## src/rtl/map_pkg.sv

```systemverilog
// Shared definitions for the level-map tile RAM: default geometry, tile codes
// and the clear-sequencer state type.
package map_pkg;

  localparam int MAP_DATA_WIDTH = 3;
  localparam int MAP_DEPTH      = 192;
  localparam int MAP_ADDR_WIDTH = 8;

  localparam logic [MAP_DATA_WIDTH-1:0] TILE_EMPTY = 3'd0;
  localparam logic [MAP_DATA_WIDTH-1:0] TILE_ENEMY = 3'd1;
  localparam logic [MAP_DATA_WIDTH-1:0] TILE_WALL  = 3'd2;
  localparam logic [MAP_DATA_WIDTH-1:0] TILE_BASE  = 3'd3;

  typedef enum logic [1:0] {
    CLR_IDLE  = 2'd0,
    CLR_CLEAR = 2'd1,
    CLR_DONE  = 2'd2
  } clr_state_e;

endpackage

```

## src/rtl/map_clear_seq.sv

```systemverilog
// Clear sequencer: walks ptr over every tile after reset or a clr_start request,
// then pulses clr_done for one cycle. State is exported for debug and write gating.
module map_clear_seq
  import map_pkg::*;
#(
  parameter int DEPTH      = MAP_DEPTH,
  parameter int ADDR_WIDTH = MAP_ADDR_WIDTH
) (
  input  logic                  clk,
  input  logic                  rst,
  input  logic                  clr_start,
  output logic                  clr_go,
  output logic [ADDR_WIDTH-1:0] ptr,
  output clr_state_e            state,
  output logic                  clr_busy,
  output logic                  clr_done
);

  localparam logic [ADDR_WIDTH-1:0] LAST_PTR = ADDR_WIDTH'(DEPTH - 1);

  clr_state_e            state_d, state_q;
  logic [ADDR_WIDTH-1:0] ptr_d, ptr_q;
  logic                  busy_d, busy_q;
  logic                  done_d, done_q;

  assign clr_go = (state_q == CLR_IDLE) && clr_start;

  always_comb begin
    state_d = state_q;
    ptr_d   = ptr_q;
    unique case (state_q)
      CLR_IDLE: begin
        if (clr_start) begin
          state_d = CLR_CLEAR;
          ptr_d   = '0;
        end
      end
      CLR_CLEAR: begin
        if (ptr_q == LAST_PTR) state_d = CLR_DONE;
        else                   ptr_d   = ptr_q + ADDR_WIDTH'(1);
      end
      CLR_DONE: state_d = CLR_IDLE;
      default:  state_d = CLR_IDLE;
    endcase
    busy_d = (state_d == CLR_CLEAR);
    done_d = (state_d == CLR_DONE);
  end

  // Reset lands directly in CLEAR: the array has no reset of its own.
  always_ff @(posedge clk) begin
    if (rst) begin
      state_q <= CLR_CLEAR;
      ptr_q   <= '0;
      busy_q  <= 1'b1;
      done_q  <= 1'b0;
    end else begin
      state_q <= state_d;
      ptr_q   <= ptr_d;
      busy_q  <= busy_d;
      done_q  <= done_d;
    end
  end

  assign ptr      = ptr_q;
  assign state    = state_q;
  assign clr_busy = busy_q;
  assign clr_done = done_q;

endmodule

```

## src/rtl/map_tile_ram.sv

```systemverilog
// Tile-state RAM: one checked write port, NUM_RD registered read ports, clear
// sequencer and live non-zero tile counter. MAP_TILE_RAM_BYPASS_EN selects write-first reads.
module map_tile_ram
  import map_pkg::*;
#(
  parameter int                    DATA_WIDTH = MAP_DATA_WIDTH,
  parameter int                    DEPTH      = MAP_DEPTH,
  parameter int                    ADDR_WIDTH = MAP_ADDR_WIDTH,
  parameter int                    NUM_RD     = 2,
  parameter logic [DATA_WIDTH-1:0] CLEAR_VAL  = '0,
  localparam int                   CNT_WIDTH  = $clog2(DEPTH + 1)
) (
  input  logic                         clk,
  input  logic                         rst,
  input  logic                         we,
  input  logic [ADDR_WIDTH-1:0]        waddr,
  input  logic [DATA_WIDTH-1:0]        wdata,
  input  logic [NUM_RD*ADDR_WIDTH-1:0] rd_addr,
  output logic [NUM_RD*DATA_WIDTH-1:0] rd_data,
  input  logic                         clr_start,
  output logic                         clr_busy,
  output logic                         clr_done,
  output logic                         wr_err,
  output logic [CNT_WIDTH-1:0]         live_cnt
);

  localparam logic [ADDR_WIDTH:0] DEPTH_X = (ADDR_WIDTH + 1)'(DEPTH);

  function automatic logic in_range(input logic [ADDR_WIDTH-1:0] a);
    return ({1'b0, a} < DEPTH_X);
  endfunction

  logic [DATA_WIDTH-1:0]        mem_q [DEPTH];
  logic                         clr_go;
  logic [ADDR_WIDTH-1:0]        clr_ptr;
  clr_state_e                   clr_state;
  logic                         clearing;
  logic                         wr_ok;
  logic                         wr_err_d, wr_err_q;
  logic [DATA_WIDTH-1:0]        old_val;
  logic [CNT_WIDTH-1:0]         live_d, live_q;
  logic [NUM_RD*DATA_WIDTH-1:0] rd_d, rd_q;

  map_clear_seq #(
    .DEPTH      (DEPTH),
    .ADDR_WIDTH (ADDR_WIDTH)
  ) u_clear_seq (
    .clk       (clk),
    .rst       (rst),
    .clr_start (clr_start),
    .clr_go    (clr_go),
    .ptr       (clr_ptr),
    .state     (clr_state),
    .clr_busy  (clr_busy),
    .clr_done  (clr_done)
  );

  assign clearing = (clr_state == CLR_CLEAR);
  assign wr_ok    = we && !clearing && in_range(waddr);
  assign wr_err_d = we && !wr_ok;
  assign old_val  = in_range(waddr) ? mem_q[waddr] : '0;

  // Counter follows empty<->occupied transitions; a clear zeroes it up front.
  always_comb begin
    live_d = live_q;
    if (clr_go || clearing) begin
      live_d = '0;
    end else if (wr_ok) begin
      if ((old_val == '0) && (wdata != '0))      live_d = live_q + CNT_WIDTH'(1);
      else if ((old_val != '0) && (wdata == '0)) live_d = live_q - CNT_WIDTH'(1);
    end
  end

  for (genvar i = 0; i < NUM_RD; i++) begin : g_rd
    logic [ADDR_WIDTH-1:0] ra;
    logic [DATA_WIDTH-1:0] mem_rd;
    logic [DATA_WIDTH-1:0] rv;
    assign ra     = rd_addr[i*ADDR_WIDTH +: ADDR_WIDTH];
    assign mem_rd = in_range(ra) ? mem_q[ra] : '0;
`ifdef MAP_TILE_RAM_BYPASS_EN
    assign rv = (wr_ok && (ra == waddr)) ? wdata : mem_rd;
`else
    assign rv = mem_rd;
`endif
    assign rd_d[i*DATA_WIDTH +: DATA_WIDTH] = clearing ? CLEAR_VAL : rv;
  end

  always_ff @(posedge clk) begin
    if (clearing)   mem_q[clr_ptr] <= CLEAR_VAL;
    else if (wr_ok) mem_q[waddr]   <= wdata;
  end

  always_ff @(posedge clk) begin
    if (rst) begin
      live_q   <= '0;
      wr_err_q <= 1'b0;
      rd_q     <= '0;
    end else begin
      live_q   <= live_d;
      wr_err_q <= wr_err_d;
      rd_q     <= rd_d;
    end
  end

  assign rd_data  = rd_q;
  assign wr_err   = wr_err_q;
  assign live_cnt = live_q;

endmodule

```

## config.mk

```make
export PLATFORM = sky130hd
export DESIGN_NAME = map_tile_ram
export DESIGN_NICKNAME = d
export VERILOG_FILES = /design/src/rtl/map_pkg.sv /design/src/rtl/map_clear_seq.sv /design/src/rtl/map_tile_ram.sv
export SDC_FILE = /design/constraint.sdc
export NUM_CORES = 1
export LEC_CHECK = 0
export CORE_ASPECT_RATIO = 0.75
export CORE_MARGIN = 2
export CORE_UTILIZATION = 40
export DETAILED_ROUTE_END_ITERATION = 6
export GPL_TIMING_DRIVEN = 1
export PLACE_DENSITY = 0.56
export SLEW_MARGIN = 30
export SYNTH_ARGS = -nofsm -noshare
export SYNTH_HDL_FRONTEND = slang
export SYNTH_SLANG_ARGS = --single-unit
```

## constraint.sdc

```tcl
create_clock -name clk -period 7.7 [get_ports clk]
set_clock_uncertainty 0.2 [all_clocks]
set_input_delay 1.925 -clock clk [delete_from_list [all_inputs] [get_ports clk]]
set_output_delay 1.925 -clock clk [all_outputs]
set_load 0.005 [all_outputs]
```

* Yosys cells after proc, flatten, opt, wreduce, memory -nomap -nowiden
Memory sizes are Yosys's and may differ from the RTL's. A register that Yosys moved wholly into a read port is not among the register bits.
Cells that the tools add are included.
** Word-level totals
- Input port bits :: 31
- Memories :: 1
- RAM bits :: 576
- Bits in registers :: 21
- Memory bits (read-only) :: 0
- Output and inout bits :: 17
- Latch bits :: 0
** Memory list
- mem_q :: words 192, width 3, rd ports 3, clocked after memory_dff 2, wr ports 1, line map_tile_ram.sv:33 : logic [DATA_WIDTH-1:0] mem_q [DEPTH];
** Cells by class
- Magnitude comparators :: 3
- Muxes and demuxes :: 17
- Bitwise gates (word level) :: 2
- Multipliers :: 0
- Equality and inequality tests :: 6
- Reductions and logical operators :: 22
- Div/mod/pow operators :: 0
- Add/subtract/negate cells :: 3
- Shift-type cells :: 0
** Operators with widths (count)
- 2-to-1 mux 8 bit :: 5
- < comparator 8 bit (second input constant) :: 3
- adder 8 x 1 -> 8 bit (second input constant) :: 2
- case mux 8 bit (2 select lines) :: 1
- OR reduction 3 bit :: 3
- == test 8 bit (second input constant) :: 1
- subtractor 8 x 1 -> 8 bit (second input constant) :: 1
- logical AND 1 bit :: 6
- zero test 3 bit :: 2
- 2-to-1 mux 1 bit :: 6
- 2-to-1 mux 3 bit :: 2
- nonzero test 3 bit :: 2
- == test 2 x 1 -> 1 bit (second input constant) :: 2
- 2-to-1 mux 2 bit :: 2
- != test 2 bit (second input constant) :: 2
- case mux 2 bit (2 select lines) :: 1
- nonzero test 2 bit :: 2
- AND reduction 3 bit :: 1
- == test 2 bit (second input constant) :: 1
- zero test 1 bit :: 2
- zero test 2 bit :: 1
- inverter 1 bit :: 2
- AND reduction 2 bit :: 1
- OR reduction 2 bit :: 1
- logical OR 1 bit :: 1

* Logic depth before layout (Yosys ltp)
Gate-level depths: netlist of the first run.
- Depth after elaboration :: 9
- Gate-level depth with buffers :: 21
- Mapped depth without buffers :: 17

* Cells and area by module
Synthesis of the first run repeated with hierarchy kept, for this count alone.
** Unflattened totals
- Cell total of the unflattened synthesis :: 2169
- Area total of the unflattened synthesis :: 32362.3 µm²
** Modules (own cells, without submodules)
- map_tile_ram :: times used 1, cells each 2112, area an instance 31829.3 µm², seq. area each 17596.9 µm²
- map_clear_seq :: times used 1, cells each 57, area an instance 533.0 µm², seq. area each 240.2 µm²

* Worst setup path before layout of the first run
No wires, ideal clock.
- Kind :: input to register
- Start point :: input waddr[1]
- End point :: register live_q[7], in the netlist live_cnt[7]
- Setup time :: 0.072 ns
- Setup slack :: 1.411 ns
- Data arrival time :: 6.018 ns
- Stages :: 19
- Required time :: 7.428 ns
- Path through :: clkbuf_1 clkbuf_1 clkbuf_1 mux4_2 mux4_2 nor3b_1 o211ai_1 nand4_1 and4_1 ha_1 inv_1 ha_1 a21o_1 a21oi_1 o21bai_1 a2111o_1 a31o_2 a21oi_1 mux2i_1
** Between the ends
- Longest elaborated chain between the ends :: 6
- Elaborated cells on any way between the ends :: 11
** RTL lines
- start: declaration :: line map_tile_ram.sv:16 : input logic [ADDR_WIDTH-1:0] waddr,
- memory (192 x 3 bit) / < comparator 8 bit (equally long branches)
- 2-to-1 mux 3 bit :: line map_tile_ram.sv:61 : assign old_val = in_range(waddr) ? mem_q[waddr] : '0;
- zero test 3 bit / nonzero test 3 bit (equally long branches) :: line map_tile_ram.sv:69, map_tile_ram.sv:70
- logical AND 1 bit (on tied branches) :: line map_tile_ram.sv:69, map_tile_ram.sv:70
- nonzero test 2 bit (no line)
- AND reduction 2 bit (no line)
- end signal: assignment :: line map_tile_ram.sv:99 : live_q <= live_d;
- end: declaration :: line map_tile_ram.sv:41 : logic [CNT_WIDTH-1:0] live_d, live_q;
Parallel ways exist; a longest one is shown, timed or not.
A chain may end at the register's enable or synchronous reset.

* Worst setup path after layout of the first run
- Start point :: input waddr[2]
- End point :: register live_q[7], in the netlist live_cnt[7]
The elaborated chain is that of the path after synthesis.

==> flow_metrics.py, run 1 <==
metrics = {
    "outcome": {
        "status": "complete, no violations",
    },
    "timing": {
        "setup_viol": 0,
        "rsz0062_at_grt": "no",
        "period_needed_ns": 6.671,
        "slew_viol_final": 0,
        "min_period_over_period_pct": 86.64,
        "finalHoldViolations": 0,
        "setup_tns_ns": 0,
        "fmax_mhz": 149.9,
        "slew_headroom_pct": 33.24,
        "worst_pin_slew_ns": 1.001,
    },
    "final_layout": {
        "nFillCells": 6733,
        "multi_input_area_um2": 13400,
        "seqCellArea_um2": 17840,
        "layout_commonest_cell": "edfxtp_1",
        "layout-drive-gt1-share_pct": 28.66,
        "final_cells": 3080,
        "final_cell_mix": "edfxtp_1 (576), mux4_2 (406), nor2_1 (289), nor3_1 (108), a211oi_1 (67)",
        "syn2layout_area_growth_pct": 12.07,
        "antenna_cells": 0,
        "nets": 2022,
    },
    "global_route": {
        "met1_usage_pct": 38.18,
        "grt_max_degree": 140,
        "grt.met3_usage_pct": 7.565,
        "grt.busiest_layer": "met1",
        "use_met2_pct": 35.01,
        "grt_first_pass_wirelength_mm": 148.6,
        "grt_antenna_before_repair": 2,
        "track_usage_pct": 25.05,
        "grt_pass1_vias": 20455,
        "gr-total-overflow": 0,
    },
    "placement": {
        "hpwl_mm": 69.61,
        "placed_cells": 2966,
        "io_buffers": 47,
        "gp_congestion": 0.8929,
    },
    "die": {
        "initial_core_util_pct": 40.56,
        "die_w_um": 330.7,
        "dieArea_um2": 82350,
        "io_pins": 48,
        "die_h_um": 249.0,
        "num_rows": 89,
        "coreArea_um2": 78950,
    },
    "logic_synthesis": {
        "synth_fp_nets": 2021,
        "synth.avg_cell_area_um2": 16.16,
        "synth_seq_area_share_pct": 55.71,
        "syn_inst": 1981,
        "ys_ff_latch": 603,
        "yosysWarnings": 0,
        "synth_edf_count": 576,
        "syn_area_um2": 32020,
        "synthFlopType": "edfxtp_1",
        "synthArstFlopShare_pct": 0,
        "synthDistinctLibCells": 56,
    },
    "clocking": {
        "clockRootBuffer": "clkbuf_16",
        "ctsHoldBuffers": 0,
        "htree_num_levels": 2,
        "cts.sinks": 603,
        "ctsResizeCount": 0,
        "clock_path_buffers": 3,
        "cts_tree": "done",
        "clk_pin_slew_worst_paths_ns": 0.06,
        "insertion_delay_ns": 0.65,
        "cts_setup_buffers": 0,
        "cts_buffers": 60,
    },
    "worst_hold_path": {
        "hold_path_class": "flop to flop",
    },
    "drt": {
        "drtIter0Drc": 3257,
        "finalWirelength_mm": 102.7,
        "antenna_left": 0,
        "vias": 20745,
        "routedWlPerCell_um": 33.33,
        "via_per_inst": 6.735,
        "first_pass_iters": 6,
        "drc_errors": 0,
    },
    "setup_path": {
        "crit_path_start_kind": "primary input",
        "crit_buf_inv": 4,
        "cpLargestDelayFamily": "simple AND/OR/NAND/NOR gates",
        "worstPathArrival_ns": 7.05,
        "worstPathCellList": "buf_2 -> nand2b_1 -> buf_4 -> a211oi_1 -> nor4_1 -> mux2i_1 -> or4_1 -> nand4_1 -> and4_1 -> ha_1 -> inv_1 -> buf_4 -> ha_1 -> a21oi_1 -> o21bai_1 -> a2111o_1 -> a31o_2 -> a21oi_1 -> mux2i_1",
        "endpoint_kind": "flop",
        "slowest_delay_ns": 0.55,
        "crit_type": "primary input to flop",
        "cp_max_fo": 11,
        "cp_slowest_cell": "nor4_1",
        "worstPathRequired_ns": 8.08,
        "reg2reg_slack_ns": 2.78,
    },
    "power_and_ir_drop": {
        "vdd_ir_drop_max_uv": 174.4,
        "p_total_mw": 7.529,
        "p_leak_nw": 11.48,
        "power.density_nw_per_um2": 209.8,
    },
    "job": {
        "maxCapViolations": 0,
    },
}
[state kept, by name (all words and copies together), names as in the netlist]
signal / cells
u_clear_seq.clr_busy: 1
u_clear_seq.ptr: 8
mem_q: 576
rd_data: 6
u_clear_seq.clr_done: 1
u_clear_seq.state: 2
live_cnt: 8
wr_err: 1
[worst register-to-register path, stage by stage, from the launching register on]
cell and delay, ns:
edfxtp_1 0.40, mux4_2 0.47, a2111oi_0 0.52, nor3b_1 0.19, o311ai_0 0.39, buf_4 0.19
or4_1 0.13, and4_1 0.28, ha_1 0.23, inv_1 0.07, buf_4 0.16, ha_1 0.32
a21oi_1 0.22, o21bai_1 0.12, a2111o_1 0.43, a31o_2 0.20, a21oi_1 0.16, mux2i_1 0.19
[power by group]
| group | leakage, nW | internal, mW | switching [mW] |
|---|---|---|---|
| combinational | 4.28 | 0.262 | 0.367 |
| sequential | 6.12 | 3.54 | 0.00673 |
| clock | 1.08 | 2.03 | 1.32 |
| total | 11.5 | 5.83 | 1.69 |
[metrics by stage]
stage / instance area (um^2) / utilization [%] / hold slack, ns / worst slack [ns]
final: 35880 / 45.45 / 0.2985 / 1.029
after global routing: 35880 / 45.45 / 0.3159 / 0.9054
after CTS: 35880 / 45.44 / 0.2964 / 1.181
after detailed placement: 33610 / 42.57 / 0.2866 / 0.4958
after global placement: 33600 / 42.56 / 0.2779 / 0.4936
after floorplan: 32020 / - / 0.2650 / 1.411
[cell type report]
class	count	share of cell area, %
clock inverter	39	1.600
timing repair buffer	105	2.887
clock buffer	75	4.721
multi-input combinational	1203	37.34
inverter	9	0.09415
tap	1046	3.647
sequential	603	49.71
[path summary, 6_finish.rpt]
check / startpoint / end / cells after the start
max: waddr[2] / live_cnt[7]$_SDFFE_PP0P_ / 19
min: live_cnt[5]$_SDFFE_PP0P_ / live_cnt[5]$_SDFFE_PP0P_ / 2
max reg2reg: mem_q[191][2]$_DFFE_PP_ / live_cnt[7]$_SDFFE_PP0P_ / 17
min reg2reg: live_cnt[5]$_SDFFE_PP0P_ / live_cnt[5]$_SDFFE_PP0P_ / 2
[cells in the mapped netlist, types with 3 or more instances]
master	instances	area (um^2)
a22oi_1	26	195.2
a221oi_1	7	61.31
ha_1	8	100.1
nor3b_1	5	37.54
and2_1	5	31.28
buf_1	18	67.56
nor2_1	289	1085
or3_1	8	50.05
buf_6	8	90.09
buf_2	44	220.2
clkbuf_1	91	341.6
nand2_1	59	221.5
buf_4	5	37.54
nor2b_1	8	50.05
nand2b_1	15	93.84
edfxtp_1	576	17300
nand3_1	10	50.05
xor2_1	4	35.03
a21oi_1	62	310.3
nor3_1	108	540.5
a2111oi_0	8	70.07
a32o_1	3	30.03
a21o_1	5	37.54
dfxtp_1	27	540.5
mux4_2	406	9144
o41ai_1	7	61.31
o32ai_1	3	26.28
nand3b_1	4	30.03
o21ai_0	9	45.04
nand4_1	6	37.54
mux2i_1	4	40.04
o31ai_1	3	22.52
xnor2_1	7	61.31
inv_1	7	26.28
nor4_1	30	187.7
or4_1	5	37.54
a211oi_1	67	503.0
[routing by layer]
metal,share of wire [%],up-vias
met4,2.5,2
li1,-,8315
met3,12,161
met5,0.013,-
met1,43,10873
met2,42,1394
[cell families (layout without fill, tap and decap cells)]
group / Yosys count / count (layout) / share of synthesized area [%]
adders and majority gates: 9 / 9 / 0.3751
and+or+nand+nor: 555 / 555 / 7.725
xor gates and xnor gates: 11 / 11 / 0.3009
buffers and inverters: 175 / 228 / 2.470
muxes: 411 / 411 / 28.72
AOI/OAI and AO/OA: 217 / 217 / 4.705
DFF: 603 / 603 / 55.71
(Power assumes the default switching activity.)
==> run 2: changes to the inputs <==
--- a/config.mk
+++ b/config.mk
@@ -7,10 +7,11 @@
 export LEC_CHECK = 0
 export CORE_ASPECT_RATIO = 0.75
 export CORE_MARGIN = 2
-export CORE_UTILIZATION = 40
+export CORE_UTILIZATION = 28
 export DETAILED_ROUTE_END_ITERATION = 6
 export GPL_TIMING_DRIVEN = 1
-export PLACE_DENSITY = 0.56
+export HOLD_SLACK_MARGIN = 0.08
+export PLACE_DENSITY = 0.43
 export SLEW_MARGIN = 30
 export SYNTH_ARGS = -nofsm -noshare
 export SYNTH_HDL_FRONTEND = slang
==> run 2 against run 1 <==
The flow now finishes with violations (DRC). Via count shrank 0.48%. Core utilization decreased by 13 points. Clock power fell by 3%. Power down 0.91%. First-iteration DRC count is 26% lower. Combinational power increased by 5.4%. Die area grew 42%. Critical path type unchanged. Critical endpoint unchanged. Highest routed layer unchanged.
==> flow_metrics.py, run 2 (synthesis gave the netlist of run 1 again) <==
metrics = {
    "placement": {
        "placed_cells": 3452,
        "post_dp_cell_area_um2": 34350,
        "hpwl_mm": 76.04,
        "pre_cts_ws_ns": 0.4953,
        "gp_congestion": 0.8747,
        "io_buffers": 47,
    },
    "global_route": {
        "grt.busiest_layer": "met1",
        "grt_pass1_vias": 20653,
        "use_met2_pct": 27.51,
        "gr-total-overflow": 0,
        "grt_antenna_before_repair": 5,
        "track_usage_pct": 19.26,
        "met1_usage_pct": 28.69,
        "grt_max_degree": 86,
        "grt.met3_usage_pct": 5.876,
        "grt_first_pass_wirelength_mm": 161.0,
    },
    "clocking": {
        "cts_setup_buffers": 0,
        "ctsHoldBuffers": 0,
        "insertion_delay_ns": 0.64,
        "htree_num_levels": 3,
        "clock_path_buffers": 3,
        "cts_buffers": 67,
        "ctsResizeCount": 0,
        "clockRootBuffer": "clkbuf_16",
        "cts.sinks": 603,
        "cts_tree": "done",
        "clk_pin_slew_worst_paths_ns": 0.06,
    },
    "drt": {
        "drtIter0Drc": 2411,
        "routedWlPerCell_um": 31.90,
        "vias": 20645,
        "antenna_left": 0,
        "finalWirelength_mm": 113.8,
        "via_per_inst": 5.785,
        "first_pass_iters": 7,
        "drc_errors": 2,
    },
    "final_layout": {
        "nFillCells": 11076,
        "fin_area_um2": 36530,
        "final_cells": 3569,
        "layout-drive-gt1-share_pct": 29.40,
        "regMostFlops": "mem_q",
        "final_core_util_pct": 32.17,
        "syn2layout_area_growth_pct": 14.07,
        "layout_commonest_cell": "edfxtp_1",
        "final_cell_mix": "edfxtp_1 (576), mux4_2 (406), nor2_1 (289), nor3_1 (108), clkbuf_16 (71)",
        "nets": 2035,
        "largest_reg_flops": 576,
    },
    "timing": {
        "slew_viol_final": 0,
        "setup_viol": 0,
        "fmax_mhz": 152.1,
        "min_period_over_period_pct": 85.38,
        "timing.final.ws_setup_ns": 1.126,
        "slew_headroom_pct": 30.40,
        "finalHoldViolations": 0,
        "setup_tns_ns": 0,
        "period_needed_ns": 6.574,
        "worst_pin_slew_ns": 1.040,
        "hold-worst-slack_ns": 0.2858,
        "rsz0062_at_grt": "no",
    },
    "setup_path": {
        "critPathMostFrequentCell": "a21oi_1",
        "crit_type": "primary input to flop",
        "slowest_delay_ns": 0.56,
        "endpoint_kind": "flop",
        "worstPathCellList": "buf_6 -> buf_4 -> nor4_1 -> a211oi_1 -> a21oi_1 -> a211oi_1 -> a2111oi_0 -> or4_1 -> and4_1 -> ha_1 -> inv_1 -> buf_4 -> ha_1 -> a21oi_1 -> o21bai_1 -> a2111o_1 -> a31o_2 -> a21oi_1 -> mux2i_1",
        "cp_slowest_cell": "or4_1",
        "crit_buf_inv": 4,
        "cp_max_fo": 65,
        "worstPathArrival_ns": 6.95,
        "worstPathRequired_ns": 8.07,
        "crit_path_start_kind": "primary input",
        "cpLargestDelayFamily": "compound AO/OA/AOI/OAI gates",
    },
    "die": {
        "num_rows": 107,
        "io_pins": 48,
        "initial_core_util_pct": 28.20,
        "coreArea_um2": 113500,
        "die_w_um": 394.5,
        "dieArea_um2": 117100,
        "die_h_um": 296.9,
    },
    "power_and_ir_drop": {
        "vdd_ir_drop_max_uv": 133.8,
        "p_leak_nw": 11.53,
        "p_total_mw": 7.461,
        "power.density_nw_per_um2": 204.3,
    },
    "outcome": {
        "violations": "DRC",
        "status": "finished with violations",
    },
    "worst_hold_path": {
        "hold_path_class": "flop to flop",
    },
    "job": {
        "maxCapViolations": 0,
    },
}
==> run 2: cell types whose count changed in the layout (fill, tap and decap cells not counted), moves of 5 or more <==
cell / delta
nand2_1: -8
bufinv_16: -8
nand2_2: +8
buf_4: +5
clkbuf_16: +6
clkinv_2: +9
==> run 2: tightest hold or removal path: stages, from the launching register on <==
cell and delay (ns):
dfxtp_1 0.33, nand2_1 0.06, a21oi_1 0.05
==> run 2: path summary, 6_finish.rpt <==
check,slack [ns],cells past startpoint,end,start
worst max-delay path,1.13,19,live_cnt[7]$_SDFFE_PP0P_,waddr[1]
worst min-delay path,0.29,2,live_cnt[5]$_SDFFE_PP0P_,live_cnt[5]$_SDFFE_PP0P_
worst max register to register,2.75,18,live_cnt[7]$_SDFFE_PP0P_,mem_q[189][0]$_DFFE_PP_
worst min register to register,0.29,2,live_cnt[5]$_SDFFE_PP0P_,live_cnt[5]$_SDFFE_PP0P_
==> run 2: power breakdown <==
group / switching, mW / internal [mW] / total [mW] / leakage [nW]
registers: 0.00651 / 3.54 / 3.55 / 6.12
clock network: 1.37 / 1.88 / 3.25 / 1.06
logic: 0.395 / 0.268 / 0.663 / 4.35
==> run 2: area by class of cell <==
type | instances | area (um^2) | area share [%]
antenna | 2 | 5.005 | 0.01370
tap | 1526 | 1909 | 5.227
inverter | 9 | 33.78 | 0.09249
sequential | 603 | 17840 | 48.84
clock inverter | 37 | 355.3 | 0.9729
multi-input combinational | 1203 | 13430 | 36.77
clock buffer | 78 | 1803 | 4.936
timing repair buffer | 111 | 1151 | 3.152
==> run 2: per-layer routing <==
layer  vias up  part of all wire (%)
li1       8349                     -
met1     11055                    45
met2      1105                    43
met3       134                    11
met4         2                   1.9
met5         -                 0.014
==> run 3: changes to the inputs <==
--- a/config.mk
+++ b/config.mk
@@ -11,7 +11,7 @@
 export DETAILED_ROUTE_END_ITERATION = 6
 export GPL_TIMING_DRIVEN = 1
 export HOLD_SLACK_MARGIN = 0.08
-export PLACE_DENSITY = 0.43
+export PLACE_DENSITY = 0.44
 export SLEW_MARGIN = 30
 export SYNTH_ARGS = -nofsm -noshare
 export SYNTH_HDL_FRONTEND = slang
==> constraint.sdc (replaced) <==
create_clock -name clk -period 5.86 [get_ports clk]
set_clock_uncertainty 0.2 [all_clocks]
set_input_delay 1.465 -clock clk [delete_from_list [all_inputs] [get_ports clk]]
set_output_delay 1.465 -clock clk [all_outputs]
set_load 0.005 [all_outputs]
==> run 3 against run 2 <==
The run now ends clean. Power increased by 31%. Non-clock buffer count rose by 133. Critical endpoint unchanged. Largest power group unchanged. Via count is 3.4% higher. Register-to-register slack got worse by 1.8 ns. Design area rose by 3.2%.
==> flow_metrics.py, run 3 (synthesis gave the netlist of run 1 again) <==
metrics = {
    "setup_path": {
        "crit_path_start_kind": "primary input",
        "reg2reg_slack_ns": 0.93,
        "worstPathArrival_ns": 6.07,
        "r2r_cells": 18,
        "worstPathRequired_ns": 6.24,
        "cp_max_fo": 13,
        "r2r-end": "live_cnt[7]$_SDFFE_PP0P_",
        "cp-startpoint": "waddr[0]",
        "rr_startpoint": "mem_q[186][2]$_DFFE_PP_",
        "endpoint_kind": "flop",
        "crit_type": "primary input to flop",
    },
    "global_route": {
        "grt_antenna_before_repair": 4,
        "grt_first_pass_wirelength_mm": 165.4,
        "grt_max_degree": 66,
        "grt_pass1_vias": 21165,
        "gr-total-overflow": 0,
        "track_usage_pct": 19.76,
    },
    "clocking": {
        "insertion_delay_ns": 0.66,
        "clockRootBuffer": "clkbuf_16",
        "htree_num_levels": 3,
        "cts_buffers": 66,
        "cts_setup_buffers": 0,
        "cts_tree": "done",
        "cts.sinks": 603,
        "ctsResizeCount": 2,
        "clock_path_buffers": 3,
        "clk_pin_slew_worst_paths_ns": 0.06,
        "ctsHoldBuffers": 0,
    },
    "timing": {
        "worst_pin_slew_ns": 0.9947,
        "timing.final.ws_setup_ns": 0.1700,
        "min_period_over_period_pct": 97.10,
        "slew_headroom_pct": 33.69,
        "period_needed_ns": 5.690,
        "setup_viol": 0,
        "finalHoldViolations": 0,
        "fmax_mhz": 175.7,
        "slew_viol_final": 0,
        "rsz0062_at_grt": "no",
    },
    "final_layout": {
        "final_cell_mix": "edfxtp_1 (576), mux4_2 (406), nor2_1 (289), buf_4 (163), nor3_1 (108)",
        "fin_area_um2": 37700,
        "layout_commonest_cell": "edfxtp_1",
        "regMostFlops": "mem_q",
        "nFillCells": 11020,
        "syn2layout_area_growth_pct": 17.73,
        "layout-drive-gt1-share_pct": 33.01,
        "largest_reg_flops": 576,
        "nets": 2167,
    },
    "outcome": {
        "status": "complete, no violations",
    },
    "drt": {
        "routedWlPerCell_um": 31.49,
        "antenna_left": 0,
        "drtIter0Drc": 2809,
        "finalWirelength_mm": 116.7,
        "via_per_inst": 5.760,
        "vias": 21340,
        "first_pass_iters": 5,
        "drc_errors": 0,
    },
    "die": {
        "num_rows": 107,
        "initial_core_util_pct": 28.20,
        "coreArea_um2": 113500,
        "die_h_um": 296.9,
        "dieArea_um2": 117100,
        "die_w_um": 394.5,
        "io_pins": 48,
    },
    "power_and_ir_drop": {
        "power.density_nw_per_um2": 259.8,
        "p_leak_nw": 12.20,
        "vdd_ir_drop_max_uv": 197.2,
    },
    "job": {
        "maxCapViolations": 0,
    },
    "placement": {
        "gp_congestion": 0.9007,
        "pre_cts_ws_ns": -0.8834,
        "hpwl_mm": 81.67,
        "io_buffers": 47,
        "post_dp_cell_area_um2": 35560,
    },
    "worst_hold_path": {
        "hold_depth": 2,
        "min-delay-start": "live_cnt[6]$_SDFFE_PP0P_",
        "hold_path_class": "flop to flop",
        "hold_end": "live_cnt[6]$_SDFFE_PP0P_",
    },
}
[run 3: cell count changes in the layout (fill, tap and decap cells not counted), sizes merged]
| cell | change |
|---|---|
| buf | +132 |
| bufinv | -2 |
| clkbuf | +9 |
| clkdlybuf4s50 | +1 |
| clkinv | -7 |
| clkinvlp | +2 |
| diode | -1 |
| inv | +2 |
[run 3: metrics by stage]
stage	util (%)	std cells	TNS (ns)	total power, mW	hold slack [ns]
after CTS	33.19	3704	0	9.863	0.2952
final	33.20	3705	0	9.792	0.2900
after detailed placement	31.32	3585	-2.540	5.690	0.2857
after global placement	31.33	3585	-2.555	5.690	0.2828
after global routing	33.20	3704	0	10.07	0.3241
after floorplan	-	1981	0	5.284	0.2650
[run 3: area by class of cell]
cell class | count | area, um^2 | area share (%)
Clock inverter | 32 | 276.5 | 0.7335
Inverter | 9 | 33.78 | 0.08962
Clock buffer | 87 | 1837 | 4.873
Sequential cell | 603 | 17840 | 47.32
Multi-Input combinational cell | 1203 | 13420 | 35.59
Antenna cell | 1 | 2.502 | 0.006638
Tap cell | 1526 | 1909 | 5.065
Timing Repair Buffer | 244 | 2384 | 6.323
[run 3: report_power, final]
group / leakage (nW) / total, mW / switching, mW / internal [mW]
Sequential: 6.12 / 4.66 / 0.00858 / 4.66
Combinational: 5.06 / 0.947 / 0.529 / 0.417
Clock: 1.02 / 4.18 / 1.79 / 2.39
[run 3: metal layers]
metal	vias to the layer above	global-route usage, %	wire length (um)
li1	8624	-	-
met1	11443	30.01	53880
met2	1134	27.80	48950
met3	139	5.541	11440
met4	0	4.353	2395
met5	-	0	0
[run 3: worst max path at each step]
stage	end	slack, ns	cells past startpoint
3_5_place_dp	live_cnt[7]$_SDFFE_PP0P_	-0.88	19
4_1_cts	live_cnt[7]$_SDFFE_PP0P_	0.12	19
3_3_place_gp	live_cnt[7]$_SDFFE_PP0P_	-0.88	19
6_report	live_cnt[7]$_SDFFE_PP0P_	0.17	19
2_1_floorplan	live_cnt[7]$_SDFFE_PP0P_	0.03	19
5_1_grt	live_cnt[7]$_SDFFE_PP0P_	0.006	19
[run 3: worst max-delay path, cell delays in order]
cell	delay, ns
buf_4	0.26
mux4_2	0.55
a2111oi_2	0.39
buf_4	0.19
nor3b_1	0.05
buf_4	0.15
o311ai_1	0.35
or4_1	0.22
and4_2	0.32
ha_1	0.20
inv_1	0.06
ha_1	0.27
a21o_1	0.18
a21oi_1	0.24
o21bai_1	0.12
a2111o_1	0.43
a31o_2	0.21
a21oi_1	0.19
mux2i_1	0.19
